**config.mk**
```make
export PLATFORM = sky130hd
export DESIGN_NAME = demux_stream_3
export DESIGN_NICKNAME = d
export VERILOG_FILES = /design/src/rtl/demux_stream_3.sv
export SDC_FILE = /design/constraint.sdc
export NUM_CORES = 1
export LEC_CHECK = 0
export ABC_AREA = 1
export CAP_MARGIN = 20
export CORE_ASPECT_RATIO = 0.75
export CORE_UTILIZATION = 35
export CTS_CLUSTER_DIAMETER = 100
export DETAILED_ROUTE_END_ITERATION = 7
export GPL_ROUTABILITY_DRIVEN = 1
export PLACE_DENSITY = 0.75
export SLEW_MARGIN = 10
export SYNTH_ARGS = -nofsm -noshare
export SYNTH_HDL_FRONTEND = slang
export SYNTH_SLANG_ARGS = --single-unit
```
**constraint.sdc**
```tcl
create_clock -name C -period 1.3 [get_ports C]
set_input_delay 0.13 -clock C [delete_from_list [all_inputs] [get_ports C]]
set_output_delay 0.13 -clock C [all_outputs]
set_load 0.03 [all_outputs]
```
**src/rtl/demux_stream_3.sv**
```systemverilog
// demux_stream_3: registered 1-to-3 valid/ready stream demultiplexer.
// Define DEMUX_DROP_CNT_EN to add the saturating drop_cnt output.
module demux_stream_3 #(
  parameter int WIDTH = 8
) (
  input  logic             C,
  input  logic             CLR,
  input  logic [WIDTH-1:0] i,
  input  logic [1:0]       s,
  input  logic             i_valid,
  output logic             i_ready,
`ifdef DEMUX_DROP_CNT_EN
  output logic [7:0]       drop_cnt,
`endif
  output logic [WIDTH-1:0] oa,
  output logic [WIDTH-1:0] ob,
  output logic [WIDTH-1:0] oc,
  output logic             oa_valid,
  output logic             ob_valid,
  output logic             oc_valid,
  input  logic             oa_ready,
  input  logic             ob_ready,
  input  logic             oc_ready
);

  logic             sel_a;
  logic             sel_b;
  logic             sel_c;
  logic             sel_x;
  logic             accept;
  logic [2:0]       rdy;
  logic [2:0]       ld;
  logic [2:0]       vld_q;
  logic [2:0]       vld_d;
  logic [WIDTH-1:0] dat_q [3];
  logic [WIDTH-1:0] dat_d [3];

  always_comb begin
    sel_a = (s == 2'b00);
    sel_b = (s == 2'b01);
    sel_c = (s == 2'b10);
    sel_x = (s == 2'b11);
  end

  // Unmapped select always accepts so the bus never stalls on it.
  always_comb begin
    i_ready = 1'b0;
    unique case (1'b1)
      sel_a: i_ready = !vld_q[0] || oa_ready;
      sel_b: i_ready = !vld_q[1] || ob_ready;
      sel_c: i_ready = !vld_q[2] || oc_ready;
      sel_x: i_ready = 1'b1;
      default: i_ready = 1'b0;
    endcase
    if (CLR) i_ready = 1'b0;
  end

  assign accept = i_valid && i_ready;

  always_comb begin
    rdy = {oc_ready, ob_ready, oa_ready};
    ld  = {3{accept}} & {sel_c, sel_b, sel_a};
    for (int k = 0; k < 3; k++) begin
      vld_d[k] = ld[k] | (vld_q[k] & ~rdy[k]);
      dat_d[k] = ld[k] ? i : dat_q[k];
    end
  end

  always_ff @(posedge C) begin
    if (CLR) begin
      vld_q <= '0;
      for (int k = 0; k < 3; k++) dat_q[k] <= '0;
    end else begin
      vld_q <= vld_d;
      for (int k = 0; k < 3; k++) dat_q[k] <= dat_d[k];
    end
  end

  assign oa       = dat_q[0];
  assign ob       = dat_q[1];
  assign oc       = dat_q[2];
  assign oa_valid = vld_q[0];
  assign ob_valid = vld_q[1];
  assign oc_valid = vld_q[2];

`ifdef DEMUX_DROP_CNT_EN
  logic [7:0] drop_q;
  logic [7:0] drop_d;

  always_comb begin
    drop_d = drop_q;
    if (accept && sel_x && drop_q != 8'hFF) drop_d = drop_q + 8'd1;
  end

  always_ff @(posedge C) begin
    if (CLR) drop_q <= '0;
    else     drop_q <= drop_d;
  end

  assign drop_cnt = drop_q;
`endif

endmodule

```
==> impl_metrics.json <==
{
  "outcome": "finished, violations left",
  "violations": "DRC",
  "core_area_um2": 3330,
  "power_frac_comb_pct": 19.4,
  "p_sw_share_pct": 29.2,
  "fill_cells": 320,
  "fin_crit_sh_pct": 99.5,
  "crit_arrival_ns": 1.47,
  "io_buffers": 43,
  "dr.pass1.iters": 6,
  "min_from": "oc_ready",
  "fin_setup_tns_ns": 0,
  "root_buffer": "clkbuf_8",
  "p_clk_share_pct": 29.1,
  "p_leak_nw": 1.02,
  "worst_pin_slew_ns": 0.787,
  "p_int_mw": 1.19,
  "die_h_um": 53.4,
  "ant_nets": 0,
  "slew_headroom_pct": 47.5,
  "drc": 4,
  "min_period_ns": 1.29,
  "ys_seq_elements": 27,
  "die-area_um2": 3770,
  "ys_types": 18,
  "ir_worst_vdd_uv": 489,
  "overflow": 0,
  "dp_hpwl_mm": 1.91,
  "cts_buffers": 3,
  "multi_input_area_um2": 686,
  "drv_cap": 0,
  "area_delta_synth_final_pct": 52.7,
  "setup_violations": 0,
  "fin_cells": 271,
  "drtIter0Drc": 49,
  "dpl.cell_count": 260,
  "syn_nets": 192,
  "post-cts-setup-buffers": 0,
  "cts_tree": "built",
  "rows": 18,
  "grt_pass1_vias": 1021,
  "die_width_um": 70.6,
  "htreeDepth": 1,
  "pwr-share-seq_pct": 51.5,
  "wl_per_cell_um": 12.5,
  "gp_congestion": 0.749,
  "required_ns": 1.48,
  "path_clk_slew_ns": 0.10,
  "routed_via_density": 4.65,
  "hold_viol_final": 0,
  "num-nets-final": 248,
  "antenna_found_initial": 0,
  "hp-class": "input pin to flip-flop",
  "yosysWarnings": 0,
  "cp_max_fo": 4,
  "vias": 1261,
  "grt_max_degree": 18,
  "yosysSeqAreaShare_pct": 43.8,
  "syn_area_um2": 1230,
  "grt_pass1_wl_mm": 4.66,
  "cts_sinks": 27,
  "power_density_nw_per_um2": 890,
  "skew_ns": 0.00470,
  "antenna_cells": 0,
  "clk_path_buf_depth": 2,
  "wirelength_mm": 3.38,
  "grt_use_total_pct": 16.4,
  "cts_hold_buf": 0,
  "insertion_delay_ns": 0.28,
  "max_freq_ghz": 0.773,
  "syn_area_per_cell_um2": 7.01,
  "register_area_um2": 544,
  "initial_core_util_pct": 37.0,
  "pin_count": 44,
  "rsz0062_at_grt": "true",
  "reg2reg_from": "vld_q[0]$_SDFF_PP0_",
  "final_common_cell": "nor2_1",
  "final_cell_mix": "nor2_1 (49), nand2_1 (41), dlygate4sd2_1 (29)",
  "synth_cells": 176,
  "layout-drive-gt1-share_pct": 19.5,
  "crit_start": "vld_q[0]$_SDFF_PP0_",
  "critPathLaunchType": "flip-flop",
  "net-switching-power_uw": 490,
  "critical_path_class": "flip-flop to flip-flop",
  "drv_slew": 0,
  "end_kind": "flip-flop"
}
==> Yosys cell counts <==
cell type / number / area share, %
a31oi_1: 1 / 0.51
nand3_4: 1 / 1.4
inv_1: 28 / 8.5
clkbuf_8: 1 / 1.1
clkbuf_1: 1 / 0.30
nand3_1: 1 / 0.41
nand2_1: 48 / 15
o21ai_2: 1 / 0.71
nor2_1: 49 / 15
a21oi_1: 3 / 1.2
dfxtp_1: 27 / 44
inv_2: 2 / 0.61
buf_6: 3 / 2.7
nor2_2: 1 / 0.51
nand4_4: 3 / 5.2
or2_2: 1 / 0.51
nor2_4: 1 / 0.91
nand2_2: 4 / 2.0
==> final timing paths <==
kind / endpoint / slack, ns / cells past startpoint
max: dat_q[0][7]$_SDFFE_PP0P_ / 0.007 / 7
min: vld_q[2]$_SDFF_PP0_ / 0.12 / 4
max reg2reg: dat_q[0][7]$_SDFFE_PP0P_ / 0.007 / 7
min reg2reg: vld_q[2]$_SDFF_PP0_ / 0.48 / 2
==> registers in the layout (all words and copies together), names as in the netlist <==
signal,flops
vld_q,3
dat_q,24
==> routing by layer <==
| metal | vias up | part of all wire (%) | GRT usage (%) |
|---|---|---|---|
| li1 | 647 | - | - |
| met1 | 562 | 44 | 20.0 |
| met2 | 48 | 46 | 28.2 |
| met3 | 4 | 9.1 | 6.29 |
| met4 | 0 | 0.68 | 3.00 |
| met5 | - | 0 | 0 |
==> metrics by stage <==
stage / power, mW / area (um^2) / utilization, % / hold slack (ns) / setup slack [ns]
2_1_floorplan: 1.04 / 1240 / - / 0.192 / 0.0387
3_3_place_gp: 1.17 / 1710 / 51.3 / 0.462 / -0.332
3_5_place_dp: 1.17 / 1710 / 51.3 / 0.463 / -0.360
4_1_cts: 1.64 / 1750 / 52.4 / 0.483 / 0.00490
5_1_grt: 1.76 / 1880 / 56.5 / 0.177 / -0.0923
6_report: 1.68 / 1880 / 56.5 / 0.125 / 0.00658
==> power by group through the flow <==
| stage | clock network [mW] | logic (mW) | registers (mW) |
|---|---|---|---|
| 2_1_floorplan | 0 | 0.104 | 0.931 |
| 3_3_place_gp | 0 | 0.285 | 0.883 |
| 3_5_place_dp | 0 | 0.288 | 0.883 |
| 4_1_cts | 0.495 | 0.281 | 0.864 |
| 5_1_grt | 0.542 | 0.353 | 0.867 |
| 6_report | 0.487 | 0.326 | 0.863 |
==> cell families (layout without fill, tap and decap cells) <==
family	count (synthesis)	in the layout	share of synthesized area, %
and+or+nand+nor	109	116	40.5
buffers and inverters	35	83	13.3
DFF	27	27	43.8
AOI/OAI and AO/OA	5	5	2.43
==> layout make-up <==
cell class	instances	share of cell area, %
Clock inverter	1	0.266
Multi-Input combinational cell	121	36.4
Tap cell	40	2.66
Inverter	30	5.98
Timing Repair Buffer	49	23.6
Sequential cell	27	28.9
Clock buffer	3	2.19
==> timing repair <==
item                                    CTS  global route
resized for setup                        34            14
pin swaps                                 0            11
gates cloned                              0             7
endpoints found under the setup margin   51            26
==> worst max-delay path: stages, from the launching register on <==
cell,delay (ns)
dfxtp_2,0.35
inv_2,0.05
o21ai_4,0.21
nand3_2,0.22
nand4_2,0.21
nand2_1,0.07
nand2_1,0.06
nor2_1,0.03
No activity file was read; power rests on OpenSTA's default activity.
